===== src/rtl/rx_frame_deserializer.sv =====
// rtl/rx_frame_deserializer.sv - UART receive deserializer with frame sequencing and checking
//
// Purpose: takes one sampled bit per sample_strobe after a confirmed start bit,
// assembles 5..DATA_WIDTH data bits LSB- or MSB-first, checks optional even/odd
// parity and one or two stop bits, and reports a registered word with a
// one-cycle data_valid pulse, or a one-cycle par_err/stp_err pulse.
//
// Ports:
//   rx_frame_deserializer_clk  clock, rising edge
//   rx_frame_deserializer_rst  synchronous active-high reset
//   deser_en                   frame enable; low aborts a frame in progress
//   start_det                  start bit confirmed (1-cycle pulse)
//   sample_strobe              bit sample point (1-cycle pulse)
//   sampled_bit                line value, valid with sample_strobe
//   data_len                   data bits per frame, clamped to 5..DATA_WIDTH
//   par_en/par_type            parity present / 0=even 1=odd
//   msb_first                  first received data bit is the MSB
//   two_stop                   two stop bits
//   P_DATA                     last good word, right-aligned
//   data_valid/par_err/stp_err one-cycle frame-end result pulses
//   busy                       high while a frame is being received

module rx_frame_deserializer #(
  parameter int DATA_WIDTH = 8,
  parameter int LEN_W      = $clog2(DATA_WIDTH + 1)
) (
  input  logic                  rx_frame_deserializer_clk,
  input  logic                  rx_frame_deserializer_rst,
  input  logic                  deser_en,
  input  logic                  start_det,
  input  logic                  sample_strobe,
  input  logic                  sampled_bit,
  input  logic [LEN_W-1:0]      data_len,
  input  logic                  par_en,
  input  logic                  par_type,
  input  logic                  msb_first,
  input  logic                  two_stop,
  output logic [DATA_WIDTH-1:0] P_DATA,
  output logic                  data_valid,
  output logic                  par_err,
  output logic                  stp_err,
  output logic                  busy
);

  typedef enum logic [2:0] {
    S_IDLE,
    S_DATA,
    S_PARITY,
    S_STOP1,
    S_STOP2
  } state_t;

  state_t                r_state;
  logic [LEN_W-1:0]      r_len;
  logic [LEN_W-1:0]      r_bit_cnt;
  logic                  r_par_en;
  logic                  r_par_type;
  logic                  r_msb_first;
  logic                  r_two_stop;
  logic [DATA_WIDTH-1:0] r_shift;
  logic                  r_par;
  logic                  r_par_flag;
  logic                  r_stp_flag;

  logic [LEN_W-1:0]      w_len_clamped;
  logic [LEN_W-1:0]      w_wr_idx;
  logic                  w_last_bit;
  logic                  w_last_stop;
  logic                  w_frame_stp_err;

  always_comb begin
    w_len_clamped = data_len;
    if (data_len < LEN_W'(5)) begin
      w_len_clamped = LEN_W'(5);
    end else if (data_len > LEN_W'(DATA_WIDTH)) begin
      w_len_clamped = LEN_W'(DATA_WIDTH);
    end
  end

  // Bits are written straight to their final position so the word needs no
  // post-alignment; unused upper bits stay at their cleared value of zero.
  assign w_wr_idx        = r_msb_first ? (r_len - LEN_W'(1) - r_bit_cnt) : r_bit_cnt;
  assign w_last_bit      = (r_bit_cnt == (r_len - LEN_W'(1)));
  assign w_last_stop     = (r_state == S_STOP2) || ((r_state == S_STOP1) && !r_two_stop);
  // Includes the stop bit being sampled on the frame-end strobe itself.
  assign w_frame_stp_err = r_stp_flag | ~sampled_bit;

  always_ff @(posedge rx_frame_deserializer_clk) begin
    if (rx_frame_deserializer_rst) begin
      r_state     <= S_IDLE;
      r_len       <= '0;
      r_bit_cnt   <= '0;
      r_par_en    <= 1'b0;
      r_par_type  <= 1'b0;
      r_msb_first <= 1'b0;
      r_two_stop  <= 1'b0;
      r_shift     <= '0;
      r_par       <= 1'b0;
      r_par_flag  <= 1'b0;
      r_stp_flag  <= 1'b0;
      P_DATA      <= '0;
      data_valid  <= 1'b0;
      par_err     <= 1'b0;
      stp_err     <= 1'b0;
      busy        <= 1'b0;
    end else begin
      data_valid <= 1'b0;
      par_err    <= 1'b0;
      stp_err    <= 1'b0;

      // Abort has priority over everything, including a frame-end strobe.
      if ((r_state != S_IDLE) && !deser_en) begin
        r_state <= S_IDLE;
        busy    <= 1'b0;
      end else begin
        case (r_state)
          S_IDLE: begin
            if (start_det && deser_en) begin
              r_state     <= S_DATA;
              busy        <= 1'b1;
              r_len       <= w_len_clamped;
              r_par_en    <= par_en;
              r_par_type  <= par_type;
              r_msb_first <= msb_first;
              r_two_stop  <= two_stop;
              r_bit_cnt   <= '0;
              r_shift     <= '0;
              r_par       <= 1'b0;
              r_par_flag  <= 1'b0;
              r_stp_flag  <= 1'b0;
            end
          end

          S_DATA: begin
            if (sample_strobe) begin
              for (int i = 0; i < DATA_WIDTH; i++) begin
                if (LEN_W'(i) == w_wr_idx) begin
                  r_shift[i] <= sampled_bit;
                end
              end
              r_bit_cnt <= r_bit_cnt + LEN_W'(1);
              r_par     <= r_par ^ sampled_bit;
              if (w_last_bit) begin
                r_state <= r_par_en ? S_PARITY : S_STOP1;
              end
            end
          end

          S_PARITY: begin
            if (sample_strobe) begin
              if (sampled_bit != (r_par ^ r_par_type)) begin
                r_par_flag <= 1'b1;
              end
              r_state <= S_STOP1;
            end
          end

          S_STOP1, S_STOP2: begin
            if (sample_strobe) begin
              if (w_last_stop) begin
                r_state <= S_IDLE;
                busy    <= 1'b0;
                if (!r_par_flag && !w_frame_stp_err) begin
                  P_DATA     <= r_shift;
                  data_valid <= 1'b1;
                end else begin
                  par_err <= r_par_flag;
                  stp_err <= w_frame_stp_err;
                end
              end else begin
                r_stp_flag <= w_frame_stp_err;
                r_state    <= S_STOP2;
              end
            end
          end

          default: begin
            r_state <= S_IDLE;
            busy    <= 1'b0;
          end
        endcase
      end
    end
  end

endmodule


===== config.mk =====
export PLATFORM = sky130hd
export DESIGN_NAME = rx_frame_deserializer
export DESIGN_NICKNAME = d
export VERILOG_FILES = /design/src/rtl/rx_frame_deserializer.sv
export SDC_FILE = /design/constraint.sdc
export NUM_CORES = 1
export LEC_CHECK = 0
export ABC_AREA = 1
export ABC_CLOCK_PERIOD_IN_PS = 2600
export CORE_MARGIN = 2
export CORE_UTILIZATION = 50
export DETAILED_ROUTE_END_ITERATION = 10
export PLACE_DENSITY = 0.8
export SLEW_MARGIN = 40
export SYNTH_ARGS = -nofsm -noshare
export SYNTH_HDL_FRONTEND = slang
export SYNTH_SLANG_ARGS = --single-unit

===== constraint.sdc =====
create_clock -name rx_frame_deserializer_clk -period 2.6 [get_ports rx_frame_deserializer_clk]
set_clock_uncertainty 0.1 [all_clocks]
set_input_delay 0.39 -clock rx_frame_deserializer_clk [delete_from_list [all_inputs] [get_ports rx_frame_deserializer_clk]]
set_output_delay 0.39 -clock rx_frame_deserializer_clk [all_outputs]
set_load 0.05 [all_outputs]

# After elaboration in Yosys (flattened, before gate mapping)
# Index checks and enable logic that the tools add are counted.
dict set report totals {
  register_bits 38
  input_bits 14
  elab_cells 140
}
dict set report op_classes {
  addsub 3
  reduce_logical 35
  n_lt_le_gt_ge 2
  muxes 39
  n_eq_ne 29
  bitwise_logic 9
}
# operator count
set op_table {}
lappend op_table {{$reduce_and A5 Y1} 12}
lappend op_table {{$ne A2 B2 Y1 const B} 16}
lappend op_table {{$mux W4} 5}
lappend op_table {{$mux W1} 19}
lappend op_table {{$mux W3} 6}
lappend op_table {{$eq A3 B4 Y1 const A} 4}
lappend op_table {{$mux W8} 2}
lappend op_table {{$pmux W8 S2} 1}
lappend op_table {{$pmux W3 S4} 1}
lappend op_table {{$eq A2 B4 Y1 const A} 2}
lappend op_table {{$pmux W4 S2} 1}
lappend op_table {{$reduce_and A4 Y1} 2}
lappend op_table {{$eq A3 B2 Y1 const B} 2}
lappend op_table {{$not A1 Y1} 6}
lappend op_table {{$pmux W1 S2} 3}
lappend op_table {{$reduce_bool A2 Y1} 3}
lappend op_table {{$reduce_or A2 Y1} 3}
lappend op_table {{$reduce_or A6 Y1} 1}
lappend op_table {{$reduce_or A5 Y1} 1}
lappend op_table {{$add A4 B1 Y4 const B} 1}
lappend op_table {{$eq A1 B4 Y1 const A} 1}
lappend op_table {{$eq A4 B4 Y1} 1}
lappend op_table {{$gt A4 B4 Y1 const B} 1}
lappend op_table {{$logic_and A1 B1 Y1} 4}
lappend op_table {{other kinds (15)} 19}

# Logic depth before layout (Yosys ltp)
# Gate-level depths: netlist (run 1).
dict set report logic_depth {
  word_depth 7
  ltp_mapped 14
  depth_no_buf 14
}

# Worst setup path before layout (run 1)
# No wires, ideal clock.
dict set report synth_timing {
  path_kind {register -> register}
  startpoint {register r_len[0]}
  endpoint {register r_shift[3]}
  path_slack_ns 0.408
  t_arrival_ns 1.979
  path_stages_with_launch 12
  cell_sequence {dfxtp_1 inv_1 ha_1 fa_1 o21ai_0 inv_1 nor2_1 nand4_1 nand2_1 nand3_1 nand2_1 nor2_1}
}
dict set report synth_via {
  elab_chain_cells 6
}
# item line
set synth_lines {}
lappend synth_lines {{start, declared} 54} ;# logic [LEN_W-1:0] r_len;
lappend synth_lines {{start signal, assigned} 121} ;# r_len <= w_len_clamped;
lappend synth_lines {{$sub A4 B1 Y4} 82} ;# assign w_wr_idx = r_msb_first ? (r_len - LEN_W'(1) - r_bit_cnt) : r_bit_cnt;
lappend synth_lines {{$sub A4 B4 Y4} 82}
lappend synth_lines {{$mux W4} 82}
lappend synth_lines {{$eq A2 B4 Y1} 137} ;# if (LEN_W'(i) == w_wr_idx) begin
lappend synth_lines {{$ne A2 B2 Y1 (no source line)} -}
lappend synth_lines {{$reduce_and A5 Y1 (no source line)} -}
lappend synth_lines {{end signal, assigned by index} 138} ;# r_shift[i] <= sampled_bit;
lappend synth_lines {{end, declared} 60} ;# logic [DATA_WIDTH-1:0] r_shift;
# Every way passes these cells.
# A chain may end at the register's enable or synchronous reset.

# Worst setup path after layout (run 1)
dict set report layout_timing {
  startpoint {register r_len[0]}
  endpoint {register r_shift[6]}
}
dict set report layout_via {
  elab_chain_cells 6
}
# item line
set layout_lines {}
lappend layout_lines {{$sub A4 B1 Y4} 82}
lappend layout_lines {{$sub A4 B4 Y4} 82}
lappend layout_lines {{$mux W4} 82}
lappend layout_lines {{$eq A3 B4 Y1} 137}
lappend layout_lines {{$ne A2 B2 Y1 (no source line)} -}
lappend layout_lines {{$reduce_and A5 Y1 (no source line)} -}
# Every way passes these cells.

==> flow_summary.toml, run 1 <==
[clock_network]
cts_root_buffer = "clkbuf_8"
cts_tree = "built"
clock_sinks = 38
cts_max_level = 2
clockBufferDepth = 2
cts_made_buffers = 5
hold_buffers = 0
clkLatencyLatePin_ns = 0.30
clkTransAtPathRegs_ns = 0.08
post-cts-setup-buffers = 0

[critical_path]
crit_arrival_ns = 2.45
crit_type = "reg2reg"
cp_data_required_time_ns = 2.70
reg2reg_from = "r_len[0]"
cp-end-kind = "register"
startpoint = "r_len[0]"
crit_fanout = 4
startpoint_type = "register"

[finish]
num_antenna_cells = 0
num-fill-cells = 352
nets = 331
synthToLayoutAreaGrowth_pct = 19.1
final_cells = 362
drive_above_1_share_pct = 10.6
fin_util_pct = 61.1

[detailed_routing]
drt_iter0_markers = 118
drt_pass1_iterations = 4
routed_wl_um = 4050
vias = 1828
via_per_inst = 5.05
wl_per_cell_um = 11.2
drtAntennaViolNets = 0
route.detailed.drc = 0

[global_route]
antenna_found_initial = 0
grt-ovfl-total = 0
grt_max_degree = 19
grt_pass1_vias = 1596
grt_pass1_wl_um = 6880
grt_usage_pct = 20.0

[place]
dp_hpwl_um = 3030
gp_congestion = 0.867
io_buffers = 25
dp.cells = 354

[min_path]
hp-start = "r_stp_flag"
hold_class = "reg2reg"

[timing]
relSlewSlack_pct = 66.6
hold_viol = 0
period_share_pct = 90.2
fmax_mhz = 426
tns_ns = 0
tightest_slew_ns = 0.500
final-setup-viol-count = 0
report.final.slew_viol_count = 0
period_needed_ns = 2.35
rsz0062_at_grt = "no"

[logic_synthesis]
synth_top_area_cell = "dfxtp_1"
ys.flop_type = "dfxtp_1"
yosys-top-cells-count = "nand2_1, nor2_1, dfxtp_1"
yosysSeqAreaShare_pct = 37.6
synth.distinct_cells = 31
synth_seq_cells = 38
syn_area_um2 = 2020
synthTopCellsByArea = "dfxtp_1, nand2_1, nor2_1"
synth_cells = 283
synth_edf_count = 0
async_flop_share_pct = 0
syn_nets = 303
yosysWarnings = 0
synth.most_common_cell = "nand2_1"
syn_area_per_cell_um2 = 7.14
synth_top_area_share_pct = 37.6

[power_and_ir_drop]
power_density_nw_per_um2 = 1020
p_sw_share_pct = 44.1
pwr-share-clk_pct = 17.6
power_frac_seq_pct = 33.0
p_int_mw = 1.37
peakVddDrop_mv = 0.503
p_leak_nw = 0.983
power_frac_comb_pct = 49.4
p_switching_mw = 1.08

[die]
die_h_um = 67.6
dieArea_um2 = 4570
initial_core_util_pct = 51.3
dieWidth_um = 67.6
io_pins = 26
core_um2 = 3940
fp-row-count = 23

[flow_run]
maxCapViolations = 0

[outcome]
outcome = "finished, final reports clean"
[registers in the layout, indices dropped and copies added (netlist names)]
signal and count:
P_DATA 8, r_shift 8, r_bit_cnt 4, r_len 4
r_state 3, busy 1, data_valid 1, par_err 1
r_msb_first 1, r_par 1, r_par_en 1, r_par_flag 1
r_par_type 1, r_stp_flag 1, r_two_stop 1, stp_err 1
[worst paths after layout]
check / end / slack, ns / cells past startpoint
max: r_shift[6] / 0.25 / 11
min: r_stp_flag / 0.36 / 2
max reg2reg: r_shift[6] / 0.25 / 11
min reg2reg: r_stp_flag / 0.36 / 2
[worst max-delay path: stages, from the launching register on]
cell	delay (ns)
dfxtp_1	0.38
inv_1	0.07
ha_1	0.34
fa_1	0.47
o21ai_1	0.22
inv_1	0.08
nor2_1	0.16
nand4_1	0.14
nand2_1	0.12
nand3_1	0.08
nand2_1	0.07
nor2_1	0.04
[logic make-up (layout without fill, tap and decap cells)]
logic type	Yosys count	count (layout)	share of synthesized area [%]
adders and majority gates	6	6	4.08
and+or+nand+nor	140	140	31.6
DFF	38	38	37.6
xor gates and xnor gates	2	2	0.866
AOI/OAI and AO/OA	56	56	17.1
buffers and inverters	41	70	8.79
[layout make-up]
cell class                      count  area, um2  area share, %
Multi-Input combinational cell    204       1090           45.4
Sequential cell                    38        761           31.6
Timing Repair Buffer               26        258           10.7
Inverter                           36        140           5.82
Clock buffer                        6       82.6           3.43
Tap cell                           50       62.6           2.60
Clock inverter                      2       12.5          0.519
[power by group through the flow]
stage	Sequential, mW	Clock [mW]	Combinational, mW
2_1_floorplan	0.853	0	1.00
3_3_place_gp	0.817	0	1.17
3_5_place_dp	0.820	0	1.21
4_1_cts	0.806	0.443	1.21
5_1_grt	0.827	0.456	1.37
6_report	0.808	0.431	1.21
[metal layers]
layer  GRT usage [%]  routed length, um  part of all wire (%)
met5               0                  0                     0
met4            9.18                102                   2.5
met3            5.00                191                   4.7
met2            33.5               1840                    45
met1            24.0               1920                    47
[what timing repair did]
item | 4_1_cts | 5_1_grt
resized for setup | 0 | 4
hold endpoints to repair | 0 | 0
endpoints found under the setup margin | 0 | 4
[metrics by stage]
step	instance area, um2	power (mW)	setup WS [ns]	hold slack [ns]
after CTS	2400	2.46	0.188	0.359
after global placement	2300	1.99	0.283	0.337
final	2410	2.45	0.254	0.358
after detailed placement	2300	2.03	0.198	0.347
after floorplan	2020	1.86	0.408	0.323
after global routing	2410	2.65	0.0814	0.390
[cells in the final DEF (no fill, tap or decap), types with 2 or more instances in the layout]
| master | n |
|---|---|
| nor2_1 | 48 |
| ha_1 | 5 |
| clkdlybuf4s50_1 | 25 |
| clkbuf_8 | 6 |
| a21oi_1 | 14 |
| inv_2 | 3 |
| o21ai_0 | 23 |
| nand3_1 | 20 |
| a211oi_1 | 2 |
| dfxtp_1 | 38 |
| xor2_1 | 2 |
| inv_1 | 32 |
| nand2_1 | 52 |
| nor3_1 | 2 |
| a21oi_2 | 9 |
| o21ai_2 | 3 |
| nand4_1 | 9 |
| nand2_4 | 2 |
Power figures use the tool's default switching activity.
==> run 2, diff against run 1 <==
--- a/config.mk
+++ b/config.mk
@@ -10,5 +10,5 @@
 export CORE_MARGIN = 2
-export CORE_UTILIZATION = 50
+export CORE_UTILIZATION = 53
 export DETAILED_ROUTE_END_ITERATION = 10
-export PLACE_DENSITY = 0.8
+export PLACE_DENSITY = 0.84
 export SLEW_MARGIN = 40
--- a/constraint.sdc
+++ b/constraint.sdc
@@ -4,2 +4,2 @@
 set_output_delay 0.39 -clock rx_frame_deserializer_clk [all_outputs]
-set_load 0.05 [all_outputs]
+set_load 0.01 [all_outputs]
==> run 2 against run 1 <==
  * Combinational power hardly changed
  * Die area fell by 5.3%
  * Final cell count shrank 0.55%
  * Fmax decreased by 3.2%
  * Largest cell class unchanged
==> flow_summary.toml, run 2 (same netlist as run 1, synthesis figures left out) <==
[outcome]
outcome = "finished, final reports clean"

[clock_network]
cts_tree = "built"
cts_max_level = 2
post-cts-setup-buffers = 0
ctsResizeCount = 0
clock_sinks = 38
hold_buffers = 0
clkTransAtPathRegs_ns = 0.08
clkLatencyLatePin_ns = 0.30
clockBufferDepth = 2
cts_root_buffer = "clkbuf_8"
cts_made_buffers = 5

[finish]
reg_top3 = "P_DATA: 8 flops, r_shift: 8 flops"
num_antenna_cells = 0
mostFrequentLayoutCells = "nand2_1, nor2_1, dfxtp_1, inv_1, clkdlybuf4s50_1"
synthToLayoutAreaGrowth_pct = 19.2
layout_commonest_cell = "nand2_1"
drive_above_1_share_pct = 9.94
nets = 331

[place]
dpl_worst_slack_ns = 0.218
io_buffers = 25
dp_hpwl_um = 3110
gp_congestion = 0.845

[power_and_ir_drop]
peakVddDrop_mv = 0.513
p_leak_nw = 0.991
power_density_nw_per_um2 = 1030
power_mw = 2.48

[timing]
tightest_slew_ns = 0.400
relSlewSlack_pct = 73.3
report.final.slew_viol_count = 0
period_needed_ns = 2.42
hold_ws_ns = 0.360
hold_viol = 0
rsz0062_at_grt = "no"
tns_ns = 0
fmax_mhz = 412
final-setup-viol-count = 0
period_share_pct = 93.2
post-route-worst-setup-slack_ns = 0.176

[detailed_routing]
via_per_inst = 5.20
drt_iter0_markers = 83
routed_wl_um = 4080
vias = 1873
drt_pass1_iterations = 4
drtAntennaViolNets = 0
route.detailed.drc = 0
wl_per_cell_um = 11.3

[die]
dieArea_um2 = 4330
core_um2 = 3660
die_h_um = 65.8
initial_core_util_pct = 55.2
io_pins = 26
dieWidth_um = 65.8
fp-row-count = 22

[critical_path]
crit_type = "reg2reg"
cp_data_required_time_ns = 2.69
crit_arrival_ns = 2.52
cp-end-kind = "register"
crit_fanout = 4
startpoint_type = "register"

[global_route]
grt_max_degree = 19
grt_pass1_vias = 1682
grt_pass1_wl_um = 7060
grt-ovfl-total = 0
antenna_found_initial = 0
grt_usage_pct = 21.2

[min_path]
hold_class = "reg2reg"

[flow_run]
maxCapViolations = 0
==> run 2: metrics by stage <==
step	instances	util, %	cell area [um2]
CTS	360	65.9	2410
global route	360	65.9	2410
detailed placement	352	62.9	2300
floorplan	283	-	2020
finish	360	65.9	2410
global placement	352	62.9	2300
==> run 2: path summary, 6_finish.rpt <==
path	from	to	slack, ns	cells after the start
min reg2reg	r_stp_flag	r_stp_flag	0.36	2
min	r_stp_flag	r_stp_flag	0.36	2
max reg2reg	r_len[0]	r_shift[6]	0.18	11
max	r_len[0]	r_shift[6]	0.18	11
==> run 2: where the power goes <==
part	internal, mW	total [mW]	switching [mW]
logic	0.441	1.18	0.735
clock network	0.282	0.497	0.215
registers	0.712	0.808	0.0951
total	1.44	2.48	1.05
==> run 2: worst max-delay path: stages, from the launching register on <==
cell,delay (ns)
dfxtp_1,0.39
inv_1,0.08
ha_1,0.34
fa_1,0.45
o21ai_0,0.29
inv_1,0.09
nor2_1,0.17
nand4_1,0.11
nand2_1,0.12
nand3_1,0.08
nand2_1,0.06
nor2_1,0.03
==> run 2: area by class of cell <==
type,count,area [um2]
Timing Repair Buffer,26,258
Clock buffer,5,68.8
Fill cell,330,1250
Inverter,36,140
Tap cell,48,60.1
Clock inverter,3,40.0
Sequential cell,38,761
Multi-Input combinational cell,204,1080
==> run 2: routing by layer <==
| metal | global-route usage, % | part of all wire [%] |
|---|---|---|
| met5 | 0 | 0 |
| met4 | 11.2 | 2.5 |
| met3 | 4.62 | 3.9 |
| met2 | 34.8 | 46 |
| met1 | 25.7 | 47 |
==> run 3, diff against run 2 <==
ABC_AREA = not set   (was 1)
TNS_END_PERCENT = 50   (was not set)
==> run 3 against run 2 <==
  * Die area grew 2.8%
  * Worst hold slack gained 0.011 ns
  * Core utilization grew 2.0 points
  * Sequential cell count is the same
  * Register-to-register slack lost 0.06 ns
  * Worst setup slack lost 0.061 ns
  * Routed wire length grew 7.2%
==> flow_summary.toml, run 3 <==
[outcome]
outcome = "finished, final reports clean"

[logic_synthesis]
synth_seq_cells = 38
async_flop_share_pct = 0
yosysWarnings = 0
synthXorXnorAreaFrac_pct = 4.20
synth_mux_area_share_pct = 8.29
synth_top_area_cell = "dfxtp_1"
syn_area_per_cell_um2 = 8.68
synth_top_area_share_pct = 36.5
yosys.area_share.simple_pct = 25.5
synth_top_family_by_area = "simple AND/OR/NAND/NOR gates"
synth_edf_count = 0
synth_fa_ha_area_share_pct = 3.96
syn_area_um2 = 2080
syn_nets = 260
synth_compound_area_share_pct = 17.1
ys.flop_type = "dfxtp_1"
yosysSeqAreaShare_pct = 36.5
synthTopCellsByArea = "dfxtp_1, mux2i_1, nor2_1"
synth.most_common_cell = "dfxtp_1"
synth_cells = 240
synth.distinct_cells = 53
yosys-top-cells-count = "dfxtp_1, nor2_1, nand2_1"

[die]
initial_core_util_pct = 56.1
dieArea_um2 = 4450
fp-row-count = 22
core_um2 = 3720
dieWidth_um = 66.7
die_h_um = 66.7
io_pins = 26

[critical_path]
crit_type = "reg2reg"
r2r.worst_path.cells = 9
r2r-end = "r_state[1]"
startpoint_type = "register"
crit_fanout = 6
rrSetupSlack_ns = 0.11
reg2reg_from = "r_len[0]"
crit_arrival_ns = 2.57
cp-end-kind = "register"
cp_data_required_time_ns = 2.68

[timing]
tightest_slew_ns = 0.662
final-setup-viol-count = 0
relSlewSlack_pct = 55.8
period_needed_ns = 2.49
period_share_pct = 95.6
hold_viol = 0
tns_ns = 0
rsz0062_at_grt = "no"
report.final.slew_viol_count = 0
fmax_mhz = 402

[power_and_ir_drop]
power_density_nw_per_um2 = 701
peakVddDrop_mv = 0.618
p_leak_nw = 0.940

[place]
dp_hpwl_um = 3230
gp_congestion = 0.850
io_buffers = 25

[finish]
mostFrequentLayoutCells = "dfxtp_1, nor2_1, clkdlybuf4s50_1, nand2_1, mux2i_1"
multi_input_area_um2 = 1240
layout_commonest_cell = "dfxtp_1"
fin_util_pct = 67.8
synthToLayoutAreaGrowth_pct = 21.0
num_antenna_cells = 0
seq_area_um2 = 762
reg_top3 = "P_DATA: 8 flops, r_shift: 8 flops"
drive_above_1_share_pct = 9.63
nets = 290
num-fill-cells = 316

[global_route]
grt_max_degree = 19
grt_pass1_vias = 1614
grt-ovfl-total = 0
grt_pass1_wl_um = 7250
antenna_found_initial = 0
grt_usage_pct = 21.7

[clock_network]
clock_sinks = 38
cts_made_buffers = 5
cts_max_level = 2
cts_tree = "built"
clockBufferDepth = 2
cts_root_buffer = "clkbuf_8"
clkTransAtPathRegs_ns = 0.07
clkLatencyLatePin_ns = 0.30
hold_buffers = 0

[detailed_routing]
via_per_inst = 5.86
routed_wl_um = 4380
vias = 1862
drt_iter0_markers = 106
drtAntennaViolNets = 0
route.detailed.drc = 0
drt_pass1_iterations = 4
wl_per_cell_um = 13.8

[min_path]
hold_end = "par_err"
hold_class = "reg2reg"
holdPathStages = 2
hp-start = "r_par_flag"

[flow_run]
maxCapViolations = 0
## run 3: cell count changes after synthesis, moves of 6 or more
cell and delta:
nand2_1 -36, inv_1 -22, o21ai_0 -19, mux2i_1 +15
nand3_1 -14, nor2_1 -14, o21ai_1 +10, a21oi_2 -9
xnor2_1 +7, nand4_1 -6, o21a_1 +6
## run 3: cell families after synthesis
kind of cell    Yosys count
compound gates           53
simple gates             96
buf+inv                  20
xor+xnor                 10
flops                    38
fa+ha+maj                 6
mux                      17
## run 3: report_power, final
part / switching [mW] / internal [mW] / total [mW]
logic: 0.278 / 0.257 / 0.535
clock network: 0.201 / 0.307 / 0.507
registers: 0.0940 / 0.632 / 0.726
## run 3: through the flow
step	area, um2	hold slack (ns)	cells	power [mW]	worst slack (ns)
after global routing	2520	0.407	318	1.87	0.00575
after global placement	2400	0.361	311	1.24	0.168
final	2520	0.371	318	1.77	0.114
after CTS	2510	0.377	318	1.77	0.0623
after floorplan	2080	0.337	240	1.14	0.249
after detailed placement	2400	0.366	311	1.26	0.0843
## run 3: final cells by class
type | instances | share of cell area, %
Clock inverter | 1 | 1.19
Tap cell | 48 | 2.38
Multi-Input combinational cell | 182 | 49.1
Sequential cell | 38 | 30.2
Clock buffer | 6 | 3.28
Inverter | 10 | 1.49
Timing Repair Buffer | 33 | 12.3
## run 3: repair_timing
item,4_1_cts,5_1_grt
buffers inserted,0,0
gates resized for setup,0,3
setup endpoints to repair,0,8
## run 3: worst max path at each step
stage,from,slack (ns),to,cells past startpoint
after global routing,r_len[0],0.006,r_state[1],9
after detailed placement,r_len[0],0.08,r_state[1],9
after global placement,r_len[0],0.17,r_state[1],9
after CTS,r_len[0],0.06,r_state[1],9
final,r_len[0],0.11,r_state[1],9
after floorplan,r_len[0],0.25,r_state[1],9
## run 3: layer usage
layer  track usage [%]  wire length (um)  vias to the layer above
li1                  -                 -                      928
met1              26.6              2070                      870
met2              34.8              2000                       57
met3              7.26               229                        7
met4              9.18                79                        0
met5                 0                 0                        -
## run 3: worst max-delay path, cell delays in order, from the launching register on
cell	delay (ns)
dfxtp_2	0.36
inv_1	0.05
ha_1	0.19
xor2_1	0.14
ha_2	0.40
nand3_1	0.10
a32o_1	0.22
a211o_1	0.29
and3_1	0.20
a311o_1	0.31
